===== src/rtl/sys_bridge_n.sv =====
// CPU-to-peripheral bridge: decodes NDEV 16-byte windows and runs a registered
// request/ready transaction with a timeout. Also synchronises device IRQs into HWInt.
module sys_bridge_n #(
    parameter int          NDEV      = 2,
    parameter logic [31:0] BASE      = 32'h0000_7F00,
    parameter int          DEV_WORDS = 3,
    parameter int          TIMEOUT   = 16
) (
    input  logic               clk,
    input  logic               reset,
    input  logic               pr_req,
    input  logic               pr_we,
    input  logic [29:0]        pr_addr,
    input  logic [31:0]        pr_wd,
    input  logic [3:0]         pr_be,
    output logic [31:0]        pr_rd,
    output logic               pr_ready,
    output logic               pr_err,
    output logic [NDEV-1:0]    dev_sel,
    output logic               dev_we,
    output logic [1:0]         dev_addr,
    output logic [31:0]        dev_wd,
    output logic [3:0]         dev_be,
    input  logic [NDEV*32-1:0] dev_rd,
    input  logic [NDEV-1:0]    dev_ready,
    input  logic [NDEV-1:0]    irq,
    output logic [5:0]         hw_int
);
    localparam int          IW = (NDEV > 1) ? $clog2(NDEV) : 1;
    localparam int          CW = $clog2(TIMEOUT);
    // 33-bit bounds so a window ending at the top of memory cannot wrap
    localparam logic [32:0] LO = {1'b0, BASE};
    localparam logic [32:0] HI = {1'b0, BASE} + 33'(16 * NDEV);

    typedef enum logic [1:0] {IDLE, ACCESS, DONE} state_e;

    state_e          state_q;
    logic [IW-1:0]   idx_q;
    logic [CW-1:0]   cnt_q;
    logic [31:0]     pr_rd_q;
    logic            pr_ready_q;
    logic            pr_err_q;
    logic [NDEV-1:0] dev_sel_q;
    logic            dev_we_q;
    logic [1:0]      dev_addr_q;
    logic [31:0]     dev_wd_q;
    logic [3:0]      dev_be_q;
    logic [NDEV-1:0] irq_s1_q;
    logic [NDEV-1:0] irq_s2_q;

    logic [32:0]     addr_b;
    logic            hit;
    logic [IW-1:0]   idx_d;
    logic [31:0]     rd_sel;
    logic            rdy_sel;

    always_comb begin
        addr_b = {1'b0, pr_addr, 2'b00};
        hit    = (addr_b >= LO) && (addr_b < HI) &&
                 (32'(pr_addr[1:0]) < 32'(DEV_WORDS));
        idx_d  = IW'((addr_b - LO) >> 4);
    end

    // Only the latched device's data and ready are visible to the FSM
    always_comb begin
        rd_sel  = '0;
        rdy_sel = 1'b0;
        for (int i = 0; i < NDEV; i++) begin
            if (idx_q == IW'(i)) begin
                rd_sel  = dev_rd[32*i +: 32];
                rdy_sel = dev_ready[i];
            end
        end
    end

    always_ff @(posedge clk or negedge reset) begin
        if (!reset) begin
            state_q    <= IDLE;
            idx_q      <= '0;
            cnt_q      <= '0;
            pr_rd_q    <= '0;
            pr_ready_q <= 1'b0;
            pr_err_q   <= 1'b0;
            dev_sel_q  <= '0;
            dev_we_q   <= 1'b0;
            dev_addr_q <= '0;
            dev_wd_q   <= '0;
            dev_be_q   <= '0;
        end else begin
            case (state_q)
                IDLE: begin
                    if (pr_req) begin
                        if (hit) begin
                            dev_we_q   <= pr_we;
                            dev_addr_q <= pr_addr[1:0];
                            dev_wd_q   <= pr_wd;
                            dev_be_q   <= pr_be;
                            idx_q      <= idx_d;
                            dev_sel_q  <= NDEV'(1) << idx_d;
                            cnt_q      <= '0;
                            state_q    <= ACCESS;
                        end else begin
                            pr_rd_q    <= '0;
                            pr_ready_q <= 1'b1;
                            pr_err_q   <= 1'b1;
                            state_q    <= DONE;
                        end
                    end
                end
                ACCESS: begin
                    // Ready wins over timeout in the last allowed cycle
                    if (rdy_sel) begin
                        pr_rd_q    <= dev_we_q ? 32'h0 : rd_sel;
                        pr_ready_q <= 1'b1;
                        pr_err_q   <= 1'b0;
                        dev_sel_q  <= '0;
                        dev_we_q   <= 1'b0;
                        state_q    <= DONE;
                    end else if (cnt_q == CW'(TIMEOUT - 1)) begin
                        pr_rd_q    <= '0;
                        pr_ready_q <= 1'b1;
                        pr_err_q   <= 1'b1;
                        dev_sel_q  <= '0;
                        dev_we_q   <= 1'b0;
                        state_q    <= DONE;
                    end else begin
                        cnt_q <= cnt_q + 1'b1;
                    end
                end
                DONE: begin
                    pr_ready_q <= 1'b0;
                    pr_err_q   <= 1'b0;
                    state_q    <= IDLE;
                end
                default: state_q <= IDLE;
            endcase
        end
    end

    always_ff @(posedge clk or negedge reset) begin
        if (!reset) begin
            irq_s1_q <= '0;
            irq_s2_q <= '0;
        end else begin
            irq_s1_q <= irq;
            irq_s2_q <= irq_s1_q;
        end
    end

    assign pr_rd    = pr_rd_q;
    assign pr_ready = pr_ready_q;
    assign pr_err   = pr_err_q;
    assign dev_sel  = dev_sel_q;
    assign dev_we   = dev_we_q;
    assign dev_addr = dev_addr_q;
    assign dev_wd   = dev_wd_q;
    assign dev_be   = dev_be_q;
    assign hw_int   = 6'(irq_s2_q);

endmodule


===== config.mk =====
export PLATFORM = sky130hd
export DESIGN_NAME = sys_bridge_n
export DESIGN_NICKNAME = d
export VERILOG_FILES = /design/src/rtl/sys_bridge_n.sv
export SDC_FILE = /design/constraint.sdc
export NUM_CORES = 1
export LEC_CHECK = 0
export CORE_UTILIZATION = 38
export DETAILED_ROUTE_END_ITERATION = 12
export GPL_ROUTABILITY_DRIVEN = 0
export GPL_TIMING_DRIVEN = 0
export HOLD_SLACK_MARGIN = 0.1
export PLACE_DENSITY = 0.9
export SYNTH_ARGS = -nofsm -noshare
export SYNTH_HDL_FRONTEND = slang
export SYNTH_SLANG_ARGS = --single-unit

===== constraint.sdc =====
create_clock -name clk -period 2.22 [get_ports clk]
set_clock_uncertainty 0.15 [all_clocks]
set_input_delay 0.333 -clock clk [delete_from_list [all_inputs] [get_ports clk]]
set_output_delay 0.333 -clock clk [all_outputs]
set_load 0.05 [all_outputs]

-- Yosys cells after proc, flatten, opt, wreduce, memory -nomap -nowiden
Index checks and enable logic that the tools add are counted.
- add/sub/neg operators: 2
- magnitude comparators: 3
- equality and inequality tests: 9
- shifts and indexed selects: 1
- muxes and demuxes: 35
- reduce and logical (&&, ||, !) cells: 11
- operator list (cell ; number):
    32-bit two-way mux ; 6
    32-bit case mux with 2 select lines ; 1
    32-bit by 15-bit greater-or-equal comparator with 1-bit output (second input constant) ; 1
    32-bit by 15-bit < comparator with 1-bit output (second input constant) ; 1
    2-bit two-way mux ; 8
    4-bit two-way mux ; 4
    4-bit AND reduction ; 3
    1-bit two-way mux ; 10
    2-bit != test (second input constant) ; 5
    2-bit case mux with 2 select lines ; 2
    4-bit case mux with 2 select lines ; 1
    1-bit case mux with 3 select lines ; 2
    5-bit AND reduction ; 1
    5-bit by 1-bit subtractor with 5-bit output (second input constant) ; 1
    4-bit by 1-bit adder with 4-bit output (second input constant) ; 1
    4-bit equality test (second input constant) ; 1
    3-bit != test (second input constant) ; 1
    3-bit AND reduction ; 1
    3-bit nonzero test ; 1
    2-bit by 1-bit equality test with 1-bit output (second input constant) ; 1
    2-bit equality test (second input constant) ; 1
    1-bit logical AND ; 2
    2-bit logical NOT ; 1
    2-bit < comparator (second input constant) ; 1
    4 further kinds ; 4
- flip-flop bits (word level): 86
- input port bits: 138
- output and inout port bits: 81
- word-level logic and storage cells: 74

-- Depth between registers and ports, before layout
Gate-level depths: netlist of the first run.
- depth after elaboration: 6
- gate-level depth with buffers: 7
- mapped depth without buffers: 5

-- Worst setup path after synthesis of the first run
No wires, ideal clock.
- path type: input to register
- start point: input pr_addr[5]
- end point: register dev_addr_q[0] (netlist: dev_addr[0])
- setup time: 0.125 ns
- arrival time: 1.677 ns
- required time: 1.945 ns
- path slack: 0.268 ns
- stages: 5
- path buffers: 1
- cell sequence: nor4_1 nand4_1 nor3_4 buf_6 mux2_2
- longest elaborated chain between the ends: 4
- elaborated cells between the ends (all ways): 5
- those cells by class: order compare: 2; reduce/logical: 3
- RTL lines (what ; RTL line ; text):
    start: declaration ; 13 ; input logic [29:0] pr_addr,
    32-bit by 15-bit greater-or-equal comparator with 1-bit output / 32-bit by 15-bit < comparator with 1-bit output (equally long branches) ; 59 ; hit = (addr_b >= LO) && (addr_b < HI) &&
    1-bit logical AND * (2 in a row) ; 59 ;
    3-bit AND reduction (no source line) * ; -- ;
    end signal: assignment ; 95 ; dev_addr_q <= pr_addr[1:0];
    end: declaration ; 45 ; logic [1:0] dev_addr_q;
Mark *: on every way between the ends. The rest lies on a longest branch, timed or not.
A chain may end at the register's enable or synchronous reset.

-- Final worst setup path of the first run
- start point: input pr_addr[20]
- end point: register dev_wd_q[21] (netlist: dev_wd[21])
- longest elaborated chain between the ends: 4
- elaborated cells between the ends (all ways): 5
- those cells by class: order compare: 2; reduce/logical: 3
- RTL lines (what ; RTL line ; text):
    32-bit by 15-bit greater-or-equal comparator with 1-bit output / 32-bit by 15-bit < comparator with 1-bit output (equally long branches) ; 59 ;
    1-bit logical AND * (2 in a row) ; 59 ;
    3-bit AND reduction (no source line) * ; -- ;
    end signal: assignment ; 96 ; dev_wd_q <= pr_wd;
    end: declaration ; 46 ; logic [31:0] dev_wd_q;
Marked as above.

==> impl_summary.md, run 1 <==
Die
219 I/O pins were placed. The die is 102 microns tall. The initial cell density of the core is 39.2%. The x dimension of the die is 102 microns. The die covers 10500 sq um.

After floorplanning, the core was divided into 36 placement rows. The region available for standard cell placement spans 9770 sq um.

Detailed routing
The number of nets still failing antenna checks after routing is 0. After detailed routing, the number of remaining DRC violations is 0. Across all layers, the routed design uses 3430 vias. Summed over all layers, the routed wires come to 11400 microns. Before antenna repair, the detailed router went through 4 iterations.

The per-cell routed wire length is 16.8 microns. The first-iteration detailed-routing DRC count is 66. The mean number of vias per cell is 5.02.

Timing
For the final routed database, the setup TNS stands at -121 ps. The actual slew at the worst max-slew pin is 759 ps. The minimum clock period is 2240 ps.

The max-slew violation count is 0. In this run the tightest slew margin relative to its limit is 49.4%. The total of endpoints with negative setup slack in the final report is 20. The number of hold-slack violations in the final timing report came to 0.

The period utilization is 101%. Based on the critical path, the design can be clocked at up to 447 MHz. The setup slack after layout is -18.1 ps.

Critical path
The number of buffers and inverters on the critical path is 3. In this design, the stage delay of the slowest critical-path cell is 450 ps. The worst register-to-register path has a depth of 7. STA classifies the critical path startpoint as an input port.

The setup slack of the most critical reg-to-reg path is 160 ps. The category of the most critical setup path is input port to flip-flop. The depth of the critical timing path with buffers and inverters included is 7. The largest fanout of any net on the critical path is 10. The largest delay contributor family on the critical path is simple AND/OR/NAND/NOR gates. The critical path startpoint is pr_addr[20]. The worst setup path endpoint is dev_wd[21]. STA classifies the critical path endpoint as a flip-flop. The worst flop-to-flop path endpoint is dev_wd[21]. Traced cell by cell, the critical path runs through clkdlybuf4s50_1 > nor4_2 > nand4_1 > nor3_4 > buf_12 > buf_6 > mux2_2.

For the worst setup path, the data required time is 2300 ps. The data arrival time at the worst-slack endpoint is 2310 ps. The cell with the largest stage delay on the worst path is sky130_fd_sc_hd__clkdlybuf4s50_1.

The startpoint identified for the worst register-to-register timing path is state_q[0].

Power
The overall power is 3.27 mW. The power per standard cell area is 504 nW/um^2. Summed over all cells, the static leakage comes to 2.77 nW. VDD sags by at most 390 uV.

Run status
The final reports fail on negative setup slack. The run finished, with violations left.

Yosys
The adder-cell share of the synthesized area is 0.327%. The synthesized netlist devotes 0% of its cell area to XOR and XNOR gates. In this run the cell area of the synthesized design comes to 3830 sq um.

The warning count from the yosys run is 0. Counting flops with an async set or reset pin after synthesis yields a share of 100%. The cell taking the most area after synthesis is sky130_fd_sc_hd__dfrtp_1.

Counting every instance in the synthesized netlist gives 313. The count of flip-flops with a built-in enable after synthesis is 0. The fraction of the mapped netlist area in simple logic gates is 8.76%.

The area share of the leading cell type in the synthesized netlist is 56.2%. In the post-synthesis netlist, the biggest area contributors are sky130_fd_sc_hd__dfrtp_1, sky130_fd_sc_hd__mux2_2, sky130_fd_sc_hd__mux2i_1. The netlist uses 41 different library cells. Summing the areas of all compound-gate instances in the mapped netlist gives 8.63% of the synthesized area. The sequential-to-total area share from yosys stat is 56.2%. Among all flip-flop cells after synthesis, the most frequent one is sky130_fd_sc_hd__dfrtp_1.

A synthesized cell averages 12.2 sq um. The mux share of post-synthesis cell area is 21.7%. The register bit count reported by yosys is 86. The combinational family with the most area after synthesis is multiplexers.

Global route
The met2 demand-to-capacity share in global routing is 40.1%. The number of antenna violations at the first check in global routing is 0. The met1 usage in global routing is 24.3%. The layer flagged by global routing as most heavily used is met2. The overall overflow remaining after global route is 0. Entering global routing, the biggest net connects 55 pins. In the global route stage, met3 resource usage came out at 7.39%. The number of global-route vias before repair is 3791. The first global-routing pass estimated 17800 microns of wire. Across every metal layer, demand over resource in global routing totals 22.2%.

Min path
The source of the worst hold timing path is irq_s1_q[1]. The worst hold path belongs to the class flip-flop to flip-flop.

Placement
After legalization and detailed placement, the total HPWL measured 8700 microns. Input and output buffers added on the ports amount to 214. OpenSTA, run right after detailed placement, puts the worst setup slack at -569 ps.

Run
The reported max-cap violation count is 0.

Final layout
The area growth from synthesis to layout is 69.6%. Of the cells placed in the final design, the portion with a size suffix greater than 1 is 15.8%. The number of nets in the layout is 684. 0 antenna diodes ended up in the layout.

Clocking
Clock tree synthesis found a total of 86 sinks. The TritonCTS clock tree is yes. Clock tree synthesis inserted a total of 9 buffers.

Clock tree synthesis selected as its root buffer the cell sky130_fd_sc_hd__clkbuf_8. The clock input transition at the sequential cells of the worst setup and hold paths is 100 ps. The clock insertion delay at the later pin of the skew report is 340 ps. The buffer depth of the longest clock path is 2. The H-tree was split into 3 levels.
[flip-flops by register name, summed over array words and instances (netlist names)]
register,count
cnt_q,4
dev_wd,32
irq_s1_q,2
dev_sel,2
idx_q,1
irq_s2_q,2
state_q,2
dev_we,1
pr_err,1
pr_ready,1
dev_be,4
dev_addr,2
pr_rd,32
[synth_stat cells, drive strengths merged, types with 2 or more instances]
| master | count |
|---|---|
| clkbuf | 10 |
| dfrtp | 86 |
| buf | 14 |
| inv | 4 |
| o21ai | 2 |
| o221ai | 3 |
| and4 | 2 |
| nand3 | 3 |
| a21o | 2 |
| nor4 | 3 |
| nor2 | 2 |
| nand4 | 2 |
| nor3 | 4 |
| mux2 | 40 |
| and4b | 2 |
| and3 | 2 |
| mux2i | 38 |
| nand2 | 46 |
| o22ai | 32 |
[per-layer routing]
layer	routed length (microns)	up-vias
li1	-	1592
met1	4410	1643
met2	5860	171
met3	929	24
met4	245	0
met5	0	-
[how the worst min path moves through the flow]
stage / end / cells past startpoint
2_1_floorplan: cnt_q[0] / 0
3_3_place_gp: irq_s2_q[1] / 0
3_5_place_dp: pr_rd[29] / 1
4_1_cts: irq_s2_q[0] / 0
5_1_grt: irq_s2_q[0] / 0
6_report: irq_s2_q[1] / 0
[cells in the final DEF (no fill, tap or decap), drive strengths merged]
| cell | instances |
|---|---|
| clkdlybuf4s50 | 213 |
| clkinv | 4 |
| a21o | 2 |
| o211ai | 1 |
| mux2i | 38 |
| clkbuf | 20 |
| a22oi | 1 |
| nor4b | 1 |
| o221ai | 3 |
| nand2b | 1 |
| o22ai | 32 |
| dfrtp | 86 |
| nor3 | 4 |
| o21ai | 2 |
| mux2 | 40 |
| a21oi | 1 |
| dlygate4sd3 | 1 |
| and4 | 2 |
| nand3 | 3 |
| nor2 | 2 |
| a222oi | 1 |
| and3 | 2 |
| conb | 4 |
| a41oi | 1 |
| buf | 18 |
| a311oi | 1 |
| nand2 | 46 |
| a221o | 1 |
| or3 | 1 |
| o311ai | 1 |
| inv | 5 |
| ha | 1 |
| nor4 | 3 |
| nand4 | 2 |
| and4b | 2 |
| bufinv | 2 |
| nor2b | 1 |
| a31o | 1 |
[power breakdown]
| part | total (mW) | internal [mW] | switching, mW |
|---|---|---|---|
| clock | 1.28 | 0.676 | 0.600 |
| combinational | 0.413 | 0.260 | 0.154 |
| sequential | 1.58 | 1.57 | 0.00533 |
| total | 3.27 | 2.51 | 0.759 |
[layout make-up]
type,count,area (sq um)
fill,752,3280
timing repair buffer,218,2200
sequential,86,2150
multi-input combinational,201,1570
tap,133,166
buffer,24,150
clock buffer,10,138
clock inverter,6,93.8
inverter,5,18.8
[timing repair]
item                       CTS  global route
hold endpoints to repair    32             0
setup buffers                2             0
cloned                       0             0
pin swaps                    1             1
setup endpoints to repair   67            72
gates resized for setup      1            16
hold buffers                 1             0
[worst reg2reg max path, cell delays in order (launching register included)]
cell and delay (ps):
sky130_fd_sc_hd__dfrtp_1 370, sky130_fd_sc_hd__clkbuf_2 160, sky130_fd_sc_hd__clkinv_1 190, sky130_fd_sc_hd__nand3_2 160
sky130_fd_sc_hd__nor3_4 260, sky130_fd_sc_hd__buf_12 150, sky130_fd_sc_hd__buf_6 150, sky130_fd_sc_hd__mux2_2 350
[stage by stage]
stage          util, %  hold WS, ps  cells  area (sq um)
6_report          66.4          227    683          6490
5_1_grt           66.4          237    683          6490
4_1_cts           65.9          237    683          6440
3_5_place_dp      63.1          162    664          6170
3_3_place_gp      62.9          184    663          6150
2_1_floorplan        -         -113    316          3840
[logic make-up after synthesis]
| family | Yosys count |
|---|---|
| flip-flops | 86 |
| multiplexers | 78 |
| AND/OR/NAND/NOR | 70 |
| AO/OA/AOI/OAI | 48 |
| buffers and inverters | 29 |
| adder cells (fa/ha/maj) | 1 |
| other | 1 |
Note: power is estimated with default switching activity, not from simulation.
==> run 2: changes to the inputs <==
Settings changed: PLACE_DENSITY 0.9 to 0.86.
==> impl_summary.md, run 2 (synthesis gave the netlist of run 1 again) <==
Run status
The run finished with clean final reports.

Die
The area inside the core boundary is 9770 sq um. For this design the top-level I/O count stands at 219. The initialized floorplan defines 36 standard-cell rows. The height of the chip is 102 microns. The x dimension of the die is 102 microns. The initial cell density of the core is 39.2%. The floorplan step defined a die boundary enclosing 10500 sq um.

Min path
The endpoint of the worst hold path is irq_s2_q[1]. In this run the most critical hold path is launched from irq_s1_q[1]. In this run the worst hold path is classified as flip-flop to flip-flop. Along the worst hold path, the cell count comes to 0.

Final layout
The top cell types in the final layout, fill and taps aside, are sky130_fd_sc_hd__clkdlybuf4s50_1, sky130_fd_sc_hd__dfrtp_1, sky130_fd_sc_hd__nand2_1. Leaving out fill and tap cells, the most frequent cell in the layout is sky130_fd_sc_hd__clkdlybuf4s50_1. The finished cells cover 6480 sq um. The area growth from synthesis to layout is 69.4%. At the end of the flow the core is filled with cells to 66.3%. The share of layout cells above drive strength 1 is 15.3%. The number of nets in the layout is 684. The number of fill cells is 730. The number of diodes is 0.

In the final layout, the multi-input gates occupy 1550 sq um. The non-filler instance count after layout is 682. The sequential cell area is 2150 sq um.

Clocking
The clock tree root driver cell is sky130_fd_sc_hd__clkbuf_8. The clock input transition at the sequential cells of the worst setup and hold paths is 80 ps. The total number of clock tree sinks is 86.

Counting the buffers created by CTS gives 9. The clock insertion delay at the later pin of the skew report is 340 ps. The H-tree level count is 3. Counting along the longest clock path gives a buffer depth of 2.

The TritonCTS clock tree is yes.

Timing
The tightest hold path in the finished design has a slack of 209 ps. The minimum clock period is 2150 ps. For the pin with the worst max-slew slack, the measured transition is 728 ps. Setup violations remaining at the end of the flow were counted as 0.

For this run, the top clock speed supported by timing is 464 MHz. The number of hold-slack violations in the final timing report is 0. In the finished design, the share of the clock period the worst path needs comes to 97.0%. In this run the tightest slew margin relative to its limit is 51.5%.

The setup slack after layout is 67.1 ps. The max-slew violation count was 0. The setup total negative slack is 0 ps.

Power
The worst-case IR drop observed on VDD is 366 uV. The power per standard cell area is 509 nW/um^2. Summed over all cells, the static leakage comes to 2.77 nW. The overall power is 3.30 mW.

Critical path
The category of the most critical setup path is input port to flip-flop. The required time at the worst-slack endpoint is 2300 ps. The cell with the largest stage delay on the worst path is sky130_fd_sc_hd__clkdlybuf4s50_1. The setup slack of the most critical reg-to-reg path is 150 ps. The worst flop-to-flop path endpoint is dev_wd[28]. For the worst setup path, the data arrival time is 2230 ps. Walking the worst path, the cells encountered are clkdlybuf4s50_1 > nor4_2 > nand4_1 > nor3_4 > buf_12 > buf_6 > mux2_2.

Measured in cells, the most critical reg-to-reg path has a length of 7. The worst setup path is launched from an input port. The source of the worst register-to-register timing path is state_q[0]. The endpoint kind of the worst setup timing path is a flip-flop. The largest single stage delay on the critical path is 440 ps.

The largest fanout of any net on the critical path is 10.

Global route
The number of global-route vias before repair is 3654. The first global-routing pass estimated 17300 microns of wire. The overall routing resource usage is 21.5%. Entering global routing, the biggest net connects 47 pins. The number of antenna violations at the first check in global routing is 0. Summed over all layers, the global routing overflow is 0.

Run
The reported max-cap violation count is 0.

Detailed routing
The count of TritonRoute iterations in the first routing pass is 4. After detailed routing, the number of remaining DRC violations is 0. The first-iteration detailed-routing DRC count is 61. After detailed routing, the total wire length is 11100 microns. The mean number of vias per cell is 5.05. The routed via count is 3444. The per-cell routed wire length is 16.3 microns. The number of nets still failing antenna checks after routing is 0.

Placement
Timing analysis after detailed placement gives a worst setup slack of -460 ps. The number of placed instances, taps included is 664. Once placement finished, the instance area stood at 6170 sq um.

After legalization and detailed placement, the total HPWL measured 8530 microns. Port buffering added 214 buffers.
[run 2: worst max path at each step]
stage                     cells after the start           to   startpoint
after global routing                          7   dev_wd[30]  pr_addr[16]
final                                         7   dev_wd[28]  pr_addr[16]
after detailed placement                      6   dev_wd[28]   pr_addr[5]
after floorplan                               5  dev_addr[0]   pr_addr[5]
after global placement                        1   dev_wd[15]        reset
after CTS                                     6    pr_rd[21]        idx_q
[run 2: what timing repair did]
item / in CTS / in global routing
hold buffers: 1 / 0
endpoints found under the hold margin: 40 / 0
setup endpoints to repair: 57 / 70
cloned: 0 / 0
gates resized for setup: 1 / 14
pin swaps: 1 / 1
buffers inserted: 2 / 0
[run 2: per-layer routing]
metal  part of all wire, %  routed length (microns)  track usage [%]
met2                    51                     5720             38.7
met5                     0                        0                0
met3                   8.7                      972             7.52
met4                   1.6                      178             7.69
met1                    38                     4260             23.3
[run 2: power by group]
group / internal [mW] / total, mW / switching (mW)
Combinational: 0.259 / 0.409 / 0.150
Clock: 0.772 / 1.31 / 0.538
Sequential: 1.57 / 1.58 / 0.00509
[run 2: final cells by class]
class,instances,area share [%]
clock inverter,4,1.47
clock buffer,11,2.18
buffer,24,2.32
inverter,5,0.290
timing repair buffer,218,34.0
sequential,86,33.2
multi-input combinational,201,24.0
tap,133,2.57
[run 2: worst max-delay path: cells and delay by family]
family	cells	cell delay (ps)
and+or+nand+nor	3	810
muxes	1	350
buffers and inverters	3	750
